<file path="config.mk">
export PLATFORM = sky130hd
export DESIGN_NAME = vga_fade_mixer
export DESIGN_NICKNAME = d
export VERILOG_FILES = /design/src/rtl/vga_fade_mixer.sv
export SDC_FILE = /design/constraint.sdc
export NUM_CORES = 1
export LEC_CHECK = 0
export BUFFER_PORTS_ARGS = -buffer_cell sky130_fd_sc_hd__buf_4
export CORE_ASPECT_RATIO = 1.5
export CORE_UTILIZATION = 40
export CTS_BUF_LIST = sky130_fd_sc_hd__clkbuf_2
export DETAILED_ROUTE_END_ITERATION = 12
export PLACE_DENSITY = 0.66
export SLEW_MARGIN = 20
export SYNTH_ARGS = -nofsm -noshare
export SYNTH_HDL_FRONTEND = slang
export SYNTH_SLANG_ARGS = --single-unit
</file>
<file path="constraint.sdc">
create_clock -name clk -period 3.99 [get_ports clk]
set_input_delay 0.9975 -clock clk [delete_from_list [all_inputs] [get_ports clk]]
set_output_delay 0.9975 -clock clk [all_outputs]
set_load 0.05 [all_outputs]
</file>
<file path="src/rtl/vga_fade_mixer.sv">
// Output stage: scales RGB222 by a frame-synchronous fade level (0..4), delays syncs to match,
// and packs into TinyVGA pin order. Define FADE_DITHER_EN for 2x2 ordered dither on the colour.
module vga_fade_mixer #(
    parameter int FRAMES_PER_STEP = 4
) (
    input  logic       clk,
    input  logic       rst_n,
    input  logic [1:0] pix_r,
    input  logic [1:0] pix_g,
    input  logic [1:0] pix_b,
    input  logic       pix_hsync,
    input  logic       pix_vsync,
    input  logic       pix_visible,
    input  logic       pix_x0,
    input  logic       pix_y0,
    input  logic       fade_target,
    output logic [7:0] out_uo,
    output logic [2:0] level,
    output logic       fade_busy,
    output logic [1:0] fsm_state
);

    typedef enum logic [1:0] {
        BLACK    = 2'd0,
        FADE_IN  = 2'd1,
        SHOW     = 2'd2,
        FADE_OUT = 2'd3
    } state_e;

    localparam logic [3:0] LAST_STEP = 4'(FRAMES_PER_STEP - 1);

    state_e     state_q, state_d;
    logic [2:0] level_q, level_d;
    logic [3:0] step_q, step_d;
    logic       vs_prev_q;
    logic       tick;

    // Falling edge of vsync lands in vertical blanking, so level never changes mid-frame.
    assign tick = vs_prev_q & ~pix_vsync;

    always_ff @(posedge clk) begin
        if (!rst_n) begin
            state_q   <= BLACK;
            level_q   <= 3'd0;
            step_q    <= 4'd0;
            vs_prev_q <= 1'b1;
        end else begin
            state_q   <= state_d;
            level_q   <= level_d;
            step_q    <= step_d;
            vs_prev_q <= pix_vsync;
        end
    end

    always_comb begin
        state_d = state_q;
        level_d = level_q;
        step_d  = step_q;
        case (state_q)
            BLACK: begin
                if (tick && fade_target) begin
                    state_d = FADE_IN;
                    step_d  = 4'd0;
                end
            end
            FADE_IN: begin
                if (tick) begin
                    if (!fade_target) begin
                        state_d = FADE_OUT;
                        step_d  = 4'd0;
                    end else if (step_q == LAST_STEP) begin
                        level_d = level_q + 3'd1;
                        step_d  = 4'd0;
                        if (level_q == 3'd3) state_d = SHOW;
                    end else begin
                        step_d = step_q + 4'd1;
                    end
                end
            end
            SHOW: begin
                if (tick && !fade_target) begin
                    state_d = FADE_OUT;
                    step_d  = 4'd0;
                end
            end
            FADE_OUT: begin
                if (tick) begin
                    if (fade_target) begin
                        state_d = FADE_IN;
                        step_d  = 4'd0;
                    end else if (step_q == LAST_STEP) begin
                        level_d = level_q - 3'd1;
                        step_d  = 4'd0;
                        if (level_q == 3'd1) state_d = BLACK;
                    end else begin
                        step_d = step_q + 4'd1;
                    end
                end
            end
            default: begin
                state_d = BLACK;
                level_d = 3'd0;
                step_d  = 4'd0;
            end
        endcase
    end

    // p = c * level is at most 12; the top two bits are floor(p/4).
    logic [3:0] p_r, p_g, p_b;
    logic [1:0] c_r, c_g, c_b;

    assign p_r = {2'b00, pix_r} * {1'b0, level_q};
    assign p_g = {2'b00, pix_g} * {1'b0, level_q};
    assign p_b = {2'b00, pix_b} * {1'b0, level_q};

`ifdef FADE_DITHER_EN
    logic [1:0] thresh;

    always_comb begin
        case ({pix_x0, pix_y0})
            2'b00:   thresh = 2'd0;
            2'b10:   thresh = 2'd2;
            2'b01:   thresh = 2'd3;
            default: thresh = 2'd1;
        endcase
    end

    // Remainder is always 0 at level 0 and 4, so the dither has no effect there.
    function automatic logic [1:0] shade(input logic [3:0] p, input logic [1:0] t);
        if ((p[1:0] > t) && (p[3:2] != 2'd3)) return p[3:2] + 2'd1;
        return p[3:2];
    endfunction

    assign c_r = shade(p_r, thresh);
    assign c_g = shade(p_g, thresh);
    assign c_b = shade(p_b, thresh);
`else
    assign c_r = p_r[3:2];
    assign c_g = p_g[3:2];
    assign c_b = p_b[3:2];

    wire _unused = &{1'b0, pix_x0, pix_y0, p_r[1:0], p_g[1:0], p_b[1:0]};
`endif

    logic [1:0] r_q, g_q, b_q;
    logic       hs_q, vs_q;

    always_ff @(posedge clk) begin
        if (!rst_n) begin
            r_q  <= 2'd0;
            g_q  <= 2'd0;
            b_q  <= 2'd0;
            hs_q <= 1'b1;
            vs_q <= 1'b1;
        end else begin
            r_q  <= pix_visible ? c_r : 2'd0;
            g_q  <= pix_visible ? c_g : 2'd0;
            b_q  <= pix_visible ? c_b : 2'd0;
            hs_q <= pix_hsync;
            vs_q <= pix_vsync;
        end
    end

    assign out_uo    = {hs_q, b_q[0], g_q[0], r_q[0], vs_q, b_q[1], g_q[1], r_q[1]};
    assign level     = level_q;
    assign fade_busy = (state_q == FADE_IN) || (state_q == FADE_OUT);
    assign fsm_state = state_q;

endmodule

</file>
==> results of run 1 <==
placed cells by master (no fill, tap or decap), drive strengths merged:
cell / n
clkbuf: 3
o31ai: 1
and2b: 1
and3: 6
nand2b: 4
fa: 3
or2: 1
nand3b: 1
nor4: 1
mux2i: 5
o21a: 1
a21o: 1
a21boi: 1
buf: 25
dfxtp: 17
nor2: 6
ha: 10
xnor2: 1
a21oi: 2
o211ai: 1
o32ai: 2
clkinv: 1
nor3b: 3
o22ai: 4
and2: 7
nor2b: 3
nand3: 1
o211a: 1
xor2: 4
and3b: 1
inv: 7
nand2: 16
cell type report:
| class | instances | share of cell area (%) |
|---|---|---|
| clock inverter | 1 | 0.3721 |
| inverter | 7 | 1.953 |
| tap | 37 | 3.442 |
| sequential | 17 | 25.30 |
| timing repair buffer | 25 | 13.95 |
| clock buffer | 3 | 1.116 |
| multi-input combinational | 88 | 53.86 |
layer usage:
metal,track usage (%),vias to the layer above
li1,-,440
met1,16.20,407
met2,27.86,14
met3,1.872,2
met4,6.439,0
met5,0,-
power breakdown:
group	leakage (nW)	internal [W]	switching, W
Sequential	0.138	0.000180	0.0000108
Clock	0.0164	0.0000227	0.0000555
Combinational	0.487	0.000109	0.000142
path summary, 6_finish.rpt:
check / start / endpoint / slack [ps] / cells past startpoint
setup reg to reg: fsm_state[1] / fsm_state[1] / 2220 / 6
hold reg to reg: step_q[0] / step_q[0] / 520 / 2
hold / removal: step_q[0] / step_q[0] / 520 / 2
setup / recovery: fsm_state[1] / fade_busy / 1460 / 4
worst max-delay path: cells and delay by family, from the launching register on:
family        cells  cell delay, ps
fa+ha+maj         1             290
buf+inv           2             290
flops             1             430
simple gates      1             240
metrics by stage:
step / std cells / util [%]
after floorplan: 119 / -
after global placement: 174 / 48.98
after detailed placement: 174 / 48.98
after CTS: 178 / 49.72
after global routing: 178 / 49.72
final: 178 / 49.72
cells by family after synthesis:
kind of cell	synth area share [%]
simple gates	27.16
flops	29.79
compound gates	11.50
buf+inv	6.790
fa+ha+maj	16.21
xor+xnor	3.833
mux	4.710
registers in the layout, summed over array words and instances (netlist names):
signal     cells
g_q            2
fsm_state      2
b_q            2
vs_q           1
r_q            2
hs_q           1
step_q         4
level          3
==> results.json, run 1 <==
{
  "status": "finished, final reports clean",
  "dr.max_layer_used": "met4",
  "n_fill_cell": 282,
  "seq_area_um2": 340.3,
  "dr_wl_met3_um": 54,
  "post_cts_buffers": 0,
  "fin_crit_sh_pct": 63.51,
  "slowest_delay_ps": 430,
  "synthArstFlopShare_pct": 0,
  "gp_congestion": 0.7483,
  "syn_area_per_cell_um2": 9.600,
  "synth-edff-count": 0,
  "dp_slack_ps": 1774,
  "dpl.hpwl_um": 1653,
  "cts_made_buffers": 3,
  "ant_nets": 0,
  "worstMarginPinSlew_ps": 432.5,
  "drc": 0,
  "synth_nets": 146,
  "clock_sinks": 17,
  "dr_wl_met2_um": 1145,
  "final_net_count": 169,
  "drt_pass1_iterations": 5,
  "ctsHoldBuffers": 0,
  "cts-root-buf": "clkbuf_2",
  "synth_warnings": 0,
  "hold_viol": 0,
  "multi_input_area_um2": 724.4,
  "synth_common_cells": "17 x dfxtp_1, 16 x nand2_1, 10 x ha_1, 7 x and2_1",
  "clk_latency_ps": 290,
  "num_rows": 23,
  "place_area_um2": 1325,
  "antenna_cells": 0,
  "htree_levels": 1,
  "slew_viol_final": 0,
  "rsz0062_at_grt": "no",
  "grt_usage_pct": 15.00,
  "whs_ps": 524.9,
  "dieArea_um2": 3078,
  "crit_path_max_fanout": 7,
  "p_per_area_nw_per_um2": 386.5,
  "synthCells": 119,
  "cellLeakagePower_nw": 0.6407,
  "ys_types": 38,
  "drt-initial-drc-count": 15,
  "ys_seq_area_share_pct": 29.79,
  "ir_drop_uv": 187.8,
  "synth_largest_area_cell": "dfxtp_1",
  "max_freq_mhz": 394.6,
  "setup_viol": 0,
  "start_util_pct": 42.23,
  "vias_per_cell": 4.848,
  "area_delta_synth_final_pct": 17.74,
  "timing.final.ws_setup_ps": 1456,
  "maxSlewHeadroom_pct": 71.17,
  "setup_tns_ps": 0,
  "cts_tree": "built",
  "synth-seq-cells": 17,
  "worst_hold_path_type": "reg2reg",
  "overflow": 0,
  "vias": 863,
  "design_area_um2": 1345,
  "syn_area_um2": 1142,
  "ys.flop_type": "dfxtp_1",
  "worst_setup_path_end_kind": "output port",
  "ys_top_cells_by_area": "dfxtp_1 30%, ha_1 11%, fa_1 5.3%",
  "drive_above_1_share_pct": 28.37,
  "cp_slowest_cell": "dfxtp_1",
  "arrival_ps": 1540,
  "ioPinCount": 28,
  "first_global_vias": 835,
  "required_ps": 2990,
  "drt-met1-wl_um": 822,
  "io_buffers": 25,
  "antenna_found_initial": 0,
  "path_class": "reg2out",
  "grt_start_max_net_pins": 22,
  "maxCapViolations": 0,
  "detail_route.wl_per_cell_um": 11.47,
  "total_power_w": 0.0005199,
  "grt_pass1_wl_um": 3374,
  "chipHeight_um": 67.45,
  "cts_buffer_depth": 2,
  "skew_ps": 6.055,
  "totalWireLength_um": 2042,
  "core-area_um2": 2705,
  "fp.dieW_um": 45.64,
  "cts.repair.resized": 0,
  "period_needed_ps": 2534,
  "worstPathCellList": "inv_1 -> ha_1 -> or2_1 -> buf_4",
  "yosysMostFrequentCell": "dfxtp_1",
  "clk_pin_slew_ps": 170,
  "synth_top_area_share_pct": 29.79,
  "start_kind": "register"
}
Note: power is estimated with default switching activity, not from simulation.
==> run 2: changes to the inputs <==
--- a/config.mk
+++ b/config.mk
@@ -5,12 +5,13 @@
 export SDC_FILE = /design/constraint.sdc
 export NUM_CORES = 1
 export LEC_CHECK = 0
+export ABC_AREA = 1
 export BUFFER_PORTS_ARGS = -buffer_cell sky130_fd_sc_hd__buf_4
 export CORE_ASPECT_RATIO = 1.5
 export CORE_UTILIZATION = 40
 export CTS_BUF_LIST = sky130_fd_sc_hd__clkbuf_2
 export DETAILED_ROUTE_END_ITERATION = 12
-export PLACE_DENSITY = 0.66
+export PLACE_DENSITY = 0.68
 export SLEW_MARGIN = 20
 export SYNTH_ARGS = -nofsm -noshare
 export SYNTH_HDL_FRONTEND = slang
==> constraint.sdc (replaced) <==
create_clock -name clk -period 2.26 [get_ports clk]
set_input_delay 0.565 -clock clk [delete_from_list [all_inputs] [get_ports clk]]
set_output_delay 0.565 -clock clk [all_outputs]
set_load 0.05 [all_outputs]
==> results.json, run 2 <==
{
  "dieArea_um2": 3006,
  "cts-root-buf": "clkbuf_2",
  "core-area_um2": 2648,
  "ys.flop_type": "dfxtp_1",
  "crit_path_max_fanout": 5,
  "chipHeight_um": 66.66,
  "seq_area_um2": 340.3,
  "whs_ps": 430.7,
  "ys_top_cells_by_area": "dfxtp_1 31%, nand2_1 13%, ha_1 11%",
  "skew_ps": 3.553,
  "min_to": "hs_q",
  "cts_made_buffers": 3,
  "synth_largest_area_cell": "dfxtp_1",
  "synthArstFlopShare_pct": 0,
  "ys_seq_area_share_pct": 30.53,
  "cp_slowest_cell": "dfxtp_1",
  "slew_viol_final": 0,
  "largest_reg_flops": 4,
  "rr_endpoint": "step_q[1]",
  "maxSlewHeadroom_pct": 75.11,
  "ctsHoldBuffers": 0,
  "drc": 0,
  "totalWireLength_um": 2240,
  "synth-seq-cells": 17,
  "slowest_delay_ps": 440,
  "clock_sinks": 17,
  "worstHoldStart": "pix_hsync",
  "htree_levels": 1,
  "dpl.hpwl_um": 1812,
  "final_cells": 219,
  "fp.dieW_um": 45.11,
  "syn_area_um2": 1115,
  "grt_pass1_wl_um": 3760,
  "regMostFlops": "step_q",
  "p_per_area_nw_per_um2": 675.8,
  "worst_hold_path_type": "in2reg",
  "drt-initial-drc-count": 17,
  "hold_viol": 0,
  "ys_types": 24,
  "ir_drop_uv": 469.0,
  "ioPinCount": 28,
  "layout_commonest_cell": "nand2_1",
  "cp_top_family": "flip-flops",
  "cts_tree": "built",
  "cts.repair.resized": 0,
  "first_global_vias": 955,
  "arrival_ps": 1500,
  "drive_above_1_share_pct": 24.18,
  "yosysMostFrequentCell": "nand2_1",
  "reg2reg_slack_ps": 700,
  "vias_per_cell": 4.703,
  "vias": 1030,
  "cellLeakagePower_nw": 0.6782,
  "worstPathCellList": "inv_1 -> ha_1 -> nor2_2 -> inv_2 -> buf_4",
  "max_freq_mhz": 485.4,
  "clk_latency_ps": 300,
  "fin_util_pct": 50.95,
  "place_inst": 215,
  "grt_start_max_net_pins": 13,
  "fin_crit_sh_pct": 91.16,
  "post_cts_buffers": 0,
  "n_fill_cell": 280,
  "seqPwrFrac_pct": 38.9,
  "netSwitchingPower_w": 0.0004044,
  "worst_r2r_path_depth": 10,
  "path_class": "reg2out",
  "start_kind": "register",
  "synthCells": 157,
  "synth_warnings": 0,
  "setup_tns_ps": 0,
  "clk_pin_slew_ps": 170,
  "antenna_cells": 0,
  "num_rows": 23,
  "overflow": 0,
  "worst_setup_path_end_kind": "output port",
  "final_net_count": 210,
  "clockPowerShare_pct": 15.3,
  "synth_common_cells": "38 x nand2_1, 20 x inv_1, 20 x nor2_1, 17 x dfxtp_1, 11 x nand3_1",
  "synth-edff-count": 0,
  "setup_viol": 0,
  "synth_top_area_share_pct": 30.53,
  "worstMarginPinSlew_ps": 372.8,
  "power_frac_comb_pct": 45.8,
  "internal_power_w": 0.0005071,
  "path_buf_inv": 3,
  "cts_buffer_depth": 2,
  "crit-reg2reg-launch": "fsm_state[1]",
  "switching_share_pct": 44.36,
  "required_ps": 1690,
  "synth_nets": 184,
  "gp_congestion": 0.7822,
  "start_util_pct": 42.11,
  "drt_pass1_iterations": 4,
  "antenna_found_initial": 0,
  "min_path_cells": 2,
  "rsz0062_at_grt": "no",
  "io_buffers": 25,
  "area_delta_synth_final_pct": 20.99,
  "multi_input_area_um2": 668.1,
  "ant_nets": 0,
  "grt_usage_pct": 16.92,
  "crit_start": "fsm_state[1]",
  "detail_route.wl_per_cell_um": 10.23,
  "final_cell_mix": "38 x nand2_1, 25 x buf_4, 20 x inv_1",
  "syn_area_per_cell_um2": 7.101,
  "period_needed_ps": 2060,
  "maxCapViolations": 0,
  "status": "finished, final reports clean"
}
-- run 2: changes by cell type after synthesis, moves of 4 or more --
cell,delta
and3_1,-6
a21oi_1,+7
and2_1,-7
nor2_1,+15
o22ai_1,-4
nand3_1,+10
mux2i_1,-4
nand2b_1,-4
o21ai_0,+4
inv_1,+14
nand2_2,+4
nand2_1,+22
-- run 2: how the worst max path moves through the flow --
stage | endpoint | slack, ps | depth (start not counted)
final | fade_busy | 200 | 5
after floorplan | fade_busy | 300 | 4
after CTS | fade_busy | 120 | 5
after global placement | fade_busy | 550 | 5
after detailed placement | fade_busy | 500 | 5
after global routing | fade_busy | 60 | 5
-- run 2: power groups by stage --
stage,logic (W),clock network [W],registers [W]
floorplan,0.000281,0,0.000394
global placement,0.000409,0,0.000358
detailed placement,0.000418,0,0.000359
CTS,0.000420,0.000149,0.000353
global route,0.000465,0.000167,0.000357
finish,0.000418,0.000139,0.000354
-- run 2: final cells by class --
type	instances	share of cell area, %
repair buffers	25	13.91
clock inverters	1	0.3711
multi-input cells	113	49.54
flip-flops and latches	17	25.23
clock buffers	3	1.113
inverters	23	6.401
well taps	37	3.432
-- run 2: cells by family after synthesis --
family                     share of synthesized area (%)
adders and majority gates                          16.61
DFF                                                30.53
AOI/OAI and AO/OA                                  6.622
buffers and inverters                              9.764
xor gates and xnor gates                          0.7858
and+or+nand+nor                                    35.69
-- run 2: layer usage --
metal / global-route usage (%) / routed length (um) / vias up
met3: 2.439 / 75 / 4
met5: 0 / 0 / -
met2: 32.25 / 1251 / 19
met1: 16.94 / 882 / 471
li1: - / - / 536
met4: 7.955 / 31 / 0
-- run 2: worst reg2reg max path: cells and delay by family, from the launching register on --
family	cells	cell delay, ps
AND/OR/NAND/NOR	5	500
flip-flops	1	440
adder cells (fa/ha/maj)	1	250
buffers and inverters	3	230
AO/OA/AOI/OAI	1	70
-- run 2: per-stage QoR --
step	cell area [um^2]	power, W	setup slack, ps
after floorplan	1115	0.0006752	295.2
after global placement	1326	0.0007673	545.7
after detailed placement	1326	0.0007777	497.1
after CTS	1346	0.0009220	123.6
after global routing	1349	0.0009894	62.96
final	1349	0.0009115	199.7
==> run 3: changes to the inputs <==
--- a/config.mk
+++ b/config.mk
@@ -5,7 +5,7 @@
 export SDC_FILE = /design/constraint.sdc
 export NUM_CORES = 1
 export LEC_CHECK = 0
-export ABC_AREA = 1
+export ABC_AREA = 0
 export BUFFER_PORTS_ARGS = -buffer_cell sky130_fd_sc_hd__buf_4
 export CORE_ASPECT_RATIO = 1.5
 export CORE_UTILIZATION = 40
==> results.json, run 3 (synthesized netlist as in run 1, its figures left out) <==
{
  "cellLeakagePower_nw": 0.6407,
  "min_path_cells": 2,
  "design_area_um2": 1345,
  "drive_above_1_share_pct": 28.37,
  "cts_tree": "built",
  "antenna_found_initial": 0,
  "first_global_vias": 864,
  "grt_pass1_wl_um": 3325,
  "min_to": "vs_q",
  "setup_tns_ps": 0,
  "cp_top_family": "flip-flops",
  "worstHoldStart": "pix_vsync",
  "regMostFlops": "step_q",
  "slew_viol_final": 0,
  "dieArea_um2": 3078,
  "ctsHoldBuffers": 0,
  "status": "finished, final reports clean",
  "dp_slack_ps": 469.3,
  "ioPinCount": 28,
  "final_cells": 178,
  "ant_nets": 0,
  "crit-reg2reg-launch": "fsm_state[1]",
  "io_buffers": 25,
  "num_rows": 23,
  "arrival_ps": 1580,
  "maxCapViolations": 0,
  "worst_setup_path_end_kind": "output port",
  "drc": 0,
  "chipHeight_um": 67.45,
  "worst_hold_path_type": "in2reg",
  "clk_latency_ps": 300,
  "skew_ps": 14.35,
  "detail_route.wl_per_cell_um": 11.31,
  "htree_levels": 1,
  "vias": 861,
  "period_needed_ps": 2145,
  "post_cts_buffers": 0,
  "cts-root-buf": "clkbuf_2",
  "required_ps": 1690,
  "core-area_um2": 2705,
  "layout_commonest_cell": "buf_4",
  "drt_pass1_iterations": 4,
  "start_kind": "register",
  "slowest_delay_ps": 450,
  "dpl.hpwl_um": 1573,
  "p_per_area_nw_per_um2": 687.3,
  "path_buf_inv": 2,
  "rsz0062_at_grt": "no",
  "vias_per_cell": 4.837,
  "totalWireLength_um": 2013,
  "crit_path_max_fanout": 7,
  "place_area_um2": 1325,
  "clock_sinks": 17,
  "start_util_pct": 42.23,
  "cp_slowest_cell": "dfxtp_1",
  "hold_viol": 0,
  "timing.final.ws_setup_ps": 115.0,
  "reg2reg_slack_ps": 420,
  "multi_input_area_um2": 724.4,
  "n_fill_cell": 282,
  "area_delta_synth_final_pct": 17.74,
  "clk_pin_slew_ps": 180,
  "final_net_count": 169,
  "worstMarginPinSlew_ps": 414.7,
  "grt_usage_pct": 14.42,
  "place_inst": 174,
  "cts_made_buffers": 3,
  "max_freq_mhz": 466.2,
  "seq_area_um2": 340.3,
  "worst_r2r_path_depth": 6,
  "final_cell_mix": "25 x buf_4, 17 x dfxtp_1, 16 x nand2_1",
  "worstPathCellList": "inv_1 -> ha_1 -> or2_1 -> buf_4",
  "grt_start_max_net_pins": 22,
  "cts.repair.resized": 0,
  "largest_reg_flops": 4,
  "cts_buffer_depth": 2,
  "path_class": "reg2out",
  "fin_crit_sh_pct": 94.91,
  "overflow": 0,
  "rr_endpoint": "fsm_state[0]",
  "maxSlewHeadroom_pct": 72.35,
  "ir_drop_uv": 401.3,
  "fp.dieW_um": 45.64,
  "antenna_cells": 0,
  "gp_congestion": 0.7316,
  "setup_viol": 0,
  "drt-initial-drc-count": 16,
  "total_power_w": 0.0009244
}
run 3: layer usage:
layer	vias to the layer above	wire length [um]	track usage (%)
li1	439	-	-
met1	405	837	16.06
met2	13	1098	25.36
met3	4	53	1.872
met4	0	23	7.955
met5	-	0	0
run 3: cell type report:
type / instances / area share (%)
Multi-Input combinational cell: 88 / 53.86
Clock buffer: 3 / 1.116
Tap cell: 37 / 3.442
Clock inverter: 1 / 0.3721
Timing Repair Buffer: 25 / 13.95
Sequential cell: 17 / 25.30
Inverter: 7 / 1.953
run 3: stage by stage:
| step | utilization, % | hold slack (ps) |
|---|---|---|
| 5_1_grt | 49.72 | 435.3 |
| 3_5_place_dp | 48.98 | 505.3 |
| 6_report | 49.72 | 435.9 |
| 3_3_place_gp | 48.98 | 489.3 |
| 2_1_floorplan | - | 471.7 |
| 4_1_cts | 49.72 | 428.6 |
run 3: power breakdown:
group,internal (W),total (W),leakage (nW),switching [W]
Combinational,0.000192,0.000444,0.487,0.000251
Clock,0.0000401,0.000141,0.0164,0.000101
Sequential,0.000318,0.000339,0.138,0.0000216
run 3: worst max path at each step:
stage | start | end | slack, ps | cells after the start
global placement | fsm_state[1] | fade_busy | 530 | 4
global route | fsm_state[1] | fade_busy | 50 | 4
CTS | fsm_state[1] | fade_busy | 110 | 4
finish | fsm_state[1] | fade_busy | 110 | 4
floorplan | fsm_state[1] | fade_busy | 160 | 3
detailed placement | fsm_state[1] | fsm_state[1] | 470 | 6
